<file path="src/rtl/board_io_pkg.sv">
// Shared board I/O definitions used by the button reader and the LED driver.
// Holds the channel count, the debounce counter width and the pin reset level.
package board_io_pkg;

    localparam int BOARD_IO_CHANNELS = 4;
    localparam int DEBOUNCE_CNT_W    = 4;

    // Level every board pin register takes in reset, inputs and outputs alike.
    localparam logic BOARD_IO_RESET_LEVEL = 1'b0;

    typedef logic [DEBOUNCE_CNT_W-1:0]    debounce_cnt_t;
    typedef logic [BOARD_IO_CHANNELS-1:0] board_io_vec_t;

endpackage

</file>
<file path="src/rtl/debounce_channel.sv">
// One debounce channel: accepts a new level after DEBOUNCE_TICKS consecutive
// prescaler ticks on which the synchronized input disagrees with the held
// level, and raises a one-cycle rise/fall pulse on the accepting edge.
// BUTTONS_READER_RELEASE_EN: when defined the fall pulse is built, otherwise
// fall_o is a constant 0.
module debounce_channel
    import board_io_pkg::*;
#(
    parameter int DEBOUNCE_TICKS = 3
) (
    input  logic CLK,
    input  logic RSTN,
    input  logic tick_i,
    input  logic s2_i,
    output logic lvl_o,
    output logic rise_o,
    output logic fall_o
);

    // Count value on which the next disagreeing tick accepts the new level.
    localparam debounce_cnt_t CNT_LAST = debounce_cnt_t'(DEBOUNCE_TICKS - 1);

    logic          lvl_q, lvl_d;
    debounce_cnt_t cnt_q, cnt_d;
    logic          rise_q, rise_d;
`ifdef BUTTONS_READER_RELEASE_EN
    logic          fall_q, fall_d;
`endif

    // Next-state: only tick cycles move the count; a single agreeing tick clears it.
    always_comb begin
        lvl_d  = lvl_q;
        cnt_d  = cnt_q;
        rise_d = 1'b0;
`ifdef BUTTONS_READER_RELEASE_EN
        fall_d = 1'b0;
`endif
        if (tick_i) begin
            if (s2_i == lvl_q) begin
                cnt_d = '0;
            end else if (cnt_q == CNT_LAST) begin
                lvl_d  = s2_i;
                cnt_d  = '0;
                rise_d = s2_i;
`ifdef BUTTONS_READER_RELEASE_EN
                fall_d = ~s2_i;
`endif
            end else begin
                cnt_d = cnt_q + 1'b1;
            end
        end
    end

    // State and pulse registers; pulses therefore last exactly one cycle.
    always_ff @(posedge CLK) begin
        if (!RSTN) begin
            lvl_q  <= BOARD_IO_RESET_LEVEL;
            cnt_q  <= '0;
            rise_q <= 1'b0;
`ifdef BUTTONS_READER_RELEASE_EN
            fall_q <= 1'b0;
`endif
        end else begin
            lvl_q  <= lvl_d;
            cnt_q  <= cnt_d;
            rise_q <= rise_d;
`ifdef BUTTONS_READER_RELEASE_EN
            fall_q <= fall_d;
`endif
        end
    end

    assign lvl_o  = lvl_q;
    assign rise_o = rise_q;
`ifdef BUTTONS_READER_RELEASE_EN
    assign fall_o = fall_q;
`else
    assign fall_o = 1'b0;
`endif

endmodule

</file>
<file path="src/rtl/buttons_reader.sv">
// Board button reader: two-flop synchronizer and carry-out prescaler feeding
// one debounce_channel per button. Every output comes straight from a flop.
// BUTTONS_READER_RELEASE_EN: when defined RELEASED carries fall pulses,
// otherwise the channels tie their fall outputs low and RELEASED reads 0.
module buttons_reader
    import board_io_pkg::*;
#(
    parameter int COUNTER_WIDTH  = 24,
    parameter int DEBOUNCE_TICKS = 3
) (
    input  logic                         CLK,
    input  logic                         RSTN,
    input  logic [BOARD_IO_CHANNELS-1:0] BTN,
    output logic [BOARD_IO_CHANNELS-1:0] DATA,
    output logic [BOARD_IO_CHANNELS-1:0] PRESSED,
    output logic [BOARD_IO_CHANNELS-1:0] RELEASED
);

    logic [BOARD_IO_CHANNELS-1:0] s1_q, s2_q;
    logic [COUNTER_WIDTH-1:0]     counter_q, counter_d;
    logic                         tick_q, tick_d;
    logic [BOARD_IO_CHANNELS-1:0] fall_w;

    // Prescaler increment; the carry out becomes the tick for one cycle on wrap.
    always_comb begin
        {tick_d, counter_d} = {1'b0, counter_q} + 1'b1;
    end

    // Synchronizer and prescaler registers.
    always_ff @(posedge CLK) begin
        if (!RSTN) begin
            s1_q      <= {BOARD_IO_CHANNELS{BOARD_IO_RESET_LEVEL}};
            s2_q      <= {BOARD_IO_CHANNELS{BOARD_IO_RESET_LEVEL}};
            counter_q <= '0;
            tick_q    <= 1'b0;
        end else begin
            s1_q      <= BTN;
            s2_q      <= s1_q;
            counter_q <= counter_d;
            tick_q    <= tick_d;
        end
    end

    for (genvar i = 0; i < BOARD_IO_CHANNELS; i++) begin : g_ch
        debounce_channel #(
            .DEBOUNCE_TICKS(DEBOUNCE_TICKS)
        ) u_ch (
            .CLK   (CLK),
            .RSTN  (RSTN),
            .tick_i(tick_q),
            .s2_i  (s2_q[i]),
            .lvl_o (DATA[i]),
            .rise_o(PRESSED[i]),
            .fall_o(fall_w[i])
        );
    end

    assign RELEASED = fall_w;

endmodule

</file>
<file path="config.mk">
export PLATFORM = sky130hd
export DESIGN_NAME = buttons_reader
export DESIGN_NICKNAME = d
export VERILOG_FILES = /design/src/rtl/board_io_pkg.sv /design/src/rtl/debounce_channel.sv /design/src/rtl/buttons_reader.sv
export SDC_FILE = /design/constraint.sdc
export NUM_CORES = 1
export LEC_CHECK = 0
export ABC_AREA = 1
export BUFFER_PORTS_ARGS = -buffer_cell sky130_fd_sc_hd__buf_2
export CORE_UTILIZATION = 60
export DETAILED_ROUTE_END_ITERATION = 16
export HOLD_SLACK_MARGIN = 0.1
export PLACE_DENSITY_LB_ADDON = 0.12
export RECOVER_POWER = 25
export SLEW_MARGIN = 15
export SYNTH_ARGS = -nofsm -noshare
export SYNTH_HDL_FRONTEND = slang
export SYNTH_SLANG_ARGS = --single-unit
</file>
<file path="constraint.sdc">
create_clock -name CLK -period 1.4 [get_ports CLK]
set_input_delay 0.35 -clock CLK [delete_from_list [all_inputs] [get_ports CLK]]
set_output_delay 0.35 -clock CLK [all_outputs]
set_load 0.005 [all_outputs]
</file>
==> results.json, run 1 <==
{
  "numCtsBuffers": 9,
  "fp.dieH_um": 69.6,
  "max_slew_margin_pct": 63.8,
  "finalSetupViolCount": 0,
  "crit_family": "simple AND/OR/NAND/NOR gates",
  "yosysSeqAreaShare_pct": 41.6,
  "hp-class": "in2reg",
  "avgSynthCellArea_um2": 7.23,
  "grt_overflow": 0,
  "fp.dieW_um": 69.6,
  "dieArea_um2": 4840,
  "top_usage_layer": "met2",
  "ant_nets": 0,
  "place_congestion": 0.878,
  "drive_gt1_share_pct": 15.3,
  "stdcell_count": 458,
  "tightest_slew_ns": 0.543,
  "worstReg2RegEnd": "counter_q[20]$_SDFF_PN0_",
  "synth.ff_latch_count": 57,
  "routed_wl_mm": 4.77,
  "clock_sinks": 57,
  "drcViolationCount": 0,
  "rsz0062_at_grt": "true",
  "r2r_slack_ns": 0.12,
  "r2r_cells": 8,
  "clk_path_buf_depth": 2,
  "via_count": 2225,
  "peakVddDrop_mv": 0.789,
  "slowest_stage": "dfxtp_1",
  "critical_path_buf_inv_count": 0,
  "path_clk_slew_ns": 0.06,
  "arrival_ns": 1.51,
  "ys_warn_count": 0,
  "powerDensity_nw_per_um2": 1030,
  "cp.depth": 8,
  "setup_ws_ns": 0.123,
  "num_antenna_cells": 0,
  "finalCriticalPeriod_ns": 1.28,
  "grt_pass1_vias": 2096,
  "synthArstFlopShare_pct": 0,
  "row_count": 24,
  "track_usage_pct": 22.5,
  "reg2reg_from": "counter_q[0]$_SDFF_PN0_",
  "cp_max_fo": 6,
  "yosys-top-cells-area": "dfxtp_1, nand2_1, nor2_1",
  "fin_skew_ns": 0.00698,
  "path_cells": "ha_1, nand2_1, nor2_4, nand3_2, nor2_2, nand2_1, nand2_1, nor2_1",
  "io-pin-count": 18,
  "crit_end": "counter_q[20]$_SDFF_PN0_",
  "max_stage_delay_ns": 0.35,
  "synthesis.instances": 379,
  "antenna_found_initial": 0,
  "worst_ep_required_time_ns": 1.63,
  "critPathLaunchType": "register",
  "grt_use_met2_pct": 36.4,
  "area.growth.synth_to_final_pct": 12.6,
  "met1_usage_pct": 27.8,
  "grt_pass1_wl_mm": 8.58,
  "grt_max_degree": 24,
  "tns_ns": 0,
  "outcome": "finished, final reports clean",
  "cts_root_buf": "clkbuf_8",
  "yosys.area.top_type": "dfxtp_1",
  "final_util_pct": 70.3,
  "power_leakage_uw": 0.00137,
  "synth_area_um2": 2740,
  "io_buffers": 13,
  "num-nets-final": 416,
  "max_freq_ghz": 0.783,
  "layout_commonest_cell": "nand2_1",
  "layout_common_cells": "nand2_1, nor2_1, dfxtp_1",
  "synth_ff_type": "dfxtp_1",
  "initialDrtViolationCount": 124,
  "wire_per_inst_um": 10.4,
  "num-fill-cells": 373,
  "period_share_pct": 91.2,
  "hold_viol": 0,
  "dp_cells": 442,
  "synth-edff-count": 0,
  "hpwl_mm": 3.33,
  "cts_setup_buffers": 0,
  "dr.pass1.iters": 4,
  "avgViaCountPerCell": 4.86,
  "hp-start": "BTN[2]",
  "path_common_cell": "nand2_1",
  "design_area_um2": 3080,
  "placed_area_um2": 2880,
  "floorplan.initialDensity_pct": 62.5,
  "grt.met3_usage_pct": 5.38,
  "netlist.area_leader.share_pct": 41.6,
  "crit_type": "reg2reg",
  "maxCapViolCount": 0,
  "cts_tree": "built",
  "yosysUniqueCellTypes": 32,
  "maxSlewViolCount": 0,
  "cp-end-kind": "register",
  "startpoint": "counter_q[0]$_SDFF_PN0_",
  "pre_cts_ws_ns": 0.0927,
  "clock_latency_ns": 0.33,
  "core_area_um2": 4380,
  "h-tree-depth": 3
}
[stage by stage]
step / hold WS [ns] / power [µW]
global route: 0.190 / 3280
finish: 0.208 / 3170
floorplan: 0.390 / 1750
detailed placement: 0.402 / 1770
global placement: 0.399 / 1770
CTS: 0.191 / 3200
[routing by layer]
metal	up-vias	routed length [µm]
met5	-	0
met3	6	167
li1	1200	-
met2	39	2150
met4	0	55
met1	980	2400
[worst reg2reg max path, delay by kind of cell, from the launching register on]
family	cells	cell delay [ns]
adder cells (fa/ha/maj)	1	0.17
flip-flops	1	0.35
AND/OR/NAND/NOR	7	0.66
[flip-flops by register name, indices dropped and copies added (netlist names)]
| name | cells |
|---|---|
| counter_q | 24 |
| g_ch.u_ch.cnt_q | 16 |
| g_ch.u_ch.lvl_o | 4 |
| g_ch.u_ch.rise_o | 4 |
| s1_q | 4 |
| s2_q | 4 |
| tick_q | 1 |
[logic make-up (layout without fill, tap and decap cells)]
kind of cell | count (synthesis) | after routing | share of synthesized area (%)
simple gates | 196 | 196 | 31.9
buf+inv | 67 | 91 | 10.9
flops | 57 | 57 | 41.6
compound gates | 36 | 36 | 7.12
xor+xnor | 13 | 13 | 4.16
fa+ha+maj | 9 | 9 | 4.11
other cells | 1 | 4 | 0.137
[worst min path at each step]
| stage | end | slack (ns) | depth (start not counted) |
|---|---|---|---|
| 6_report | s1_q[2]$_SDFF_PN0_ | 0.21 | 3 |
| 5_1_grt | s1_q[1]$_SDFF_PN0_ | 0.19 | 3 |
| 4_1_cts | s1_q[2]$_SDFF_PN0_ | 0.19 | 3 |
| 3_5_place_dp | s2_q[1]$_SDFF_PN0_ | 0.40 | 2 |
| 3_3_place_gp | s2_q[1]$_SDFF_PN0_ | 0.40 | 2 |
| 2_1_floorplan | s2_q[0]$_SDFF_PN0_ | 0.39 | 2 |
[final cells by class]
cell class	instances	area, µm²	area share [%]
Tap cell	52	65.1	2.11
Clock buffer	14	183	5.92
Clock inverter	2	10.0	0.325
Multi-Input combinational cell	258	1320	42.9
Timing Repair Buffer	27	179	5.80
Sequential cell	57	1140	37.1
Inverter	48	180	5.84
[power by group]
part	internal [µW]	total (µW)	switching (µW)	leakage (µW)
logic	25.8	80.6	54.9	0.000807
clock network	830	1440	605	0.000102
registers	1640	1650	10.1	0.000462
total	2500	3170	670	0.00137
[synthesized netlist by cell type, types with 5 or more instances]
library cell / count
nor2_1: 56
o21ai_0: 7
inv_1: 47
nor3_1: 7
a21oi_1: 24
nand3_1: 11
ha_1: 9
dfxtp_1: 57
xor2_1: 11
buf_4: 12
clkbuf_1: 5
nand4_1: 6
nand2_1: 99
[timing repair]
action	in CTS	in global routing
setup endpoints to repair	0	11
gates resized for setup	0	5
hold buffers	0	0
No activity file was read; power rests on OpenSTA's default activity.
==> run 2: changes to the inputs <==
Settings changed: CORE_UTILIZATION 60 to 54, SYNTH_HIERARCHICAL set to 1.
Clock period 1.4 ns to 1.1 ns, I/O delays scaled along.
==> results.json, run 2 <==
{
  "slowest_stage": "dfxtp_2",
  "ant_nets": 0,
  "worstReg2RegEnd": "counter_q[10]$_SDFF_PN0_",
  "power_leakage_uw": 0.00147,
  "critical_path_buf_inv_count": 1,
  "setup_ws_ns": -0.164,
  "cp-end-kind": "register",
  "dr.pass1.iters": 4,
  "synth.ff_latch_count": 57,
  "hpwl_mm": 3.59,
  "r2r_cells": 6,
  "synth_compound_area_share_pct": 8.50,
  "outcome": "finished, violations left",
  "area.growth.synth_to_final_pct": 30.4,
  "rsz0062_at_grt": "true",
  "fin_skew_ns": 0.00792,
  "finalSetupViolCount": 19,
  "avgViaCountPerCell": 4.92,
  "max_stage_delay_ns": 0.35,
  "drcViolationCount": 0,
  "fp.dieW_um": 72.5,
  "layout_common_cells": "nand2_1, inv_1, nor2_1",
  "tns_ns": -1.81,
  "place_congestion": 0.891,
  "synth.mux.area_fraction_pct": 0,
  "finalPower_uw": 4470,
  "ctsHoldBuffers": 0,
  "drive_gt1_share_pct": 36.3,
  "layout_commonest_cell": "nand2_1",
  "yosysSeqAreaShare_pct": 42.6,
  "grt_pass1_vias": 2263,
  "wire_per_inst_um": 11.6,
  "grt_overflow": 0,
  "core_area_um2": 4750,
  "yosys.area.top_type": "dfxtp_1",
  "powerDensity_nw_per_um2": 1280,
  "cp_max_fo": 5,
  "io-pin-count": 18,
  "cp.depth": 6,
  "largest_register_ff_count": 24,
  "finalCriticalPeriod_ns": 1.26,
  "max_freq_ghz": 0.791,
  "synth_xor_area_share_pct": 3.27,
  "reg_top3": "counter_q: 24 flops, g_ch.u_ch/cnt_q: 16 flops",
  "synth_area_um2": 2680,
  "r2r_slack_ns": -0.16,
  "hp-start": "BTN[1]",
  "yosys-top-cells-area": "dfxtp_1, nand2_1, inv_1",
  "syn_nets": 378,
  "path_clk_slew_ns": 0.06,
  "numCtsBuffers": 9,
  "fp.dieH_um": 72.5,
  "synth-edff-count": 0,
  "routed_wl_mm": 5.69,
  "arrival_ns": 1.53,
  "maxCapViolCount": 0,
  "synth_top_family_by_area": "simple AND/OR/NAND/NOR gates",
  "stdcell_count": 489,
  "ys_warn_count": 6,
  "via_count": 2404,
  "final_util_pct": 73.5,
  "critPathLaunchType": "register",
  "avgSynthCellArea_um2": 7.38,
  "violations": "negative setup slack",
  "peakVddDrop_mv": 1.16,
  "crit_family": "simple AND/OR/NAND/NOR gates",
  "crit_end": "counter_q[10]$_SDFF_PN0_",
  "cts_root_buf": "clkbuf_8",
  "clock_latency_ns": 0.34,
  "dieArea_um2": 5250,
  "dp_cells": 462,
  "synth_fa_ha_area_share_pct": 4.20,
  "startpoint": "counter_q[0]$_SDFF_PN0_",
  "synth_most_common_cell": "nand2_1",
  "track_usage_pct": 23.2,
  "netlist.area_leader.share_pct": 42.6,
  "maxSlewViolCount": 0,
  "placed_area_um2": 3030,
  "synthArstFlopShare_pct": 0,
  "synth_ff_type": "dfxtp_1",
  "hp-class": "in2reg",
  "num-nets-final": 432,
  "clock_sinks": 57,
  "reg2reg_from": "counter_q[0]$_SDFF_PN0_",
  "initialDrtViolationCount": 81,
  "h-tree-depth": 3,
  "row_count": 25,
  "io_buffers": 13,
  "synth_commonest_cells": "nand2_1, dfxtp_1, inv_1, nor2_1, a21oi_1",
  "path_cells": "ha_4, nand3_1, nor2_2, nand2_2, buf_4, a21oi_2",
  "synthesis.instances": 363,
  "antenna_found_initial": 0,
  "num_antenna_cells": 0,
  "floorplan.initialDensity_pct": 56.4,
  "design_area_um2": 3500,
  "worst_ep_required_time_ns": 1.37,
  "grt_pass1_wl_mm": 9.28,
  "hold_viol": 0,
  "period_share_pct": 115,
  "synthSimpleGateAreaFrac_pct": 32.5,
  "cts_tree": "built",
  "grt_max_degree": 22,
  "yosysUniqueCellTypes": 25,
  "crit_type": "reg2reg",
  "clk_path_buf_depth": 2,
  "regMostFlops": "counter_q"
}
run 2: timing repair:
item,4_1_cts,5_1_grt
pin swaps,15,11
setup buffers,6,5
resized for setup,37,42
setup endpoints to repair,24,41
run 2: cells by family (layout without fill, tap and decap cells):
logic type	Yosys count	count (layout)
other	4	4
adders and majority gates	9	9
buffers and inverters	55	114
DFF	57	57
and+or+nand+nor	184	184
xor gates and xnor gates	10	10
AOI/OAI and AO/OA	44	44
run 2: metal layers:
layer	share of wire (%)	GRT usage, %
met2	50	40.5
met1	42	24.3
met4	3.3	12.9
met5	0	0
met3	4.1	7.92
run 2: worst register-to-register path, cell delays in order (launching register included):
cell and delay, ns:
dfxtp_2 0.35, ha_4 0.15, nand3_1 0.10, nor2_2 0.17, nand2_2 0.12, buf_4 0.16, a21oi_2 0.14
run 2: area by class of cell:
| class | count | area (µm²) |
|---|---|---|
| flip-flops and latches | 57 | 1180 |
| clock buffers | 11 | 151 |
| clock inverters | 5 | 77.6 |
| fillers | 381 | 1260 |
| multi-input cells | 251 | 1450 |
| well taps | 67 | 83.8 |
| inverters | 48 | 180 |
| repair buffers | 50 | 372 |
run 2: where the power goes:
group          total [µW]  switching (µW)  internal, µW
Clock                2230             840          1390
Sequential           2100            16.3          2080
Combinational         142            87.8          53.8
Total                4470             944          3520
run 2: worst min-delay path by stage:
stage	slack (ns)	cells past startpoint	end
CTS	0.10	3	s1_q[1]$_SDFF_PN0_
global route	0.11	3	s1_q[2]$_SDFF_PN0_
floorplan	0.37	2	s1_q[0]$_SDFF_PN0_
finish	0.12	3	s1_q[1]$_SDFF_PN0_
global placement	0.39	2	s2_q[1]$_SDFF_PN0_
detailed placement	0.40	2	s2_q[2]$_SDFF_PN0_
run 2: per-stage QoR:
stage / hold WS [ns] / worst slack (ns)
6_report: 0.116 / -0.164
5_1_grt: 0.115 / -0.251
4_1_cts: 0.105 / -0.128
3_5_place_dp: 0.402 / -0.132
3_3_place_gp: 0.392 / -0.0932
2_1_floorplan: 0.373 / -0.0351
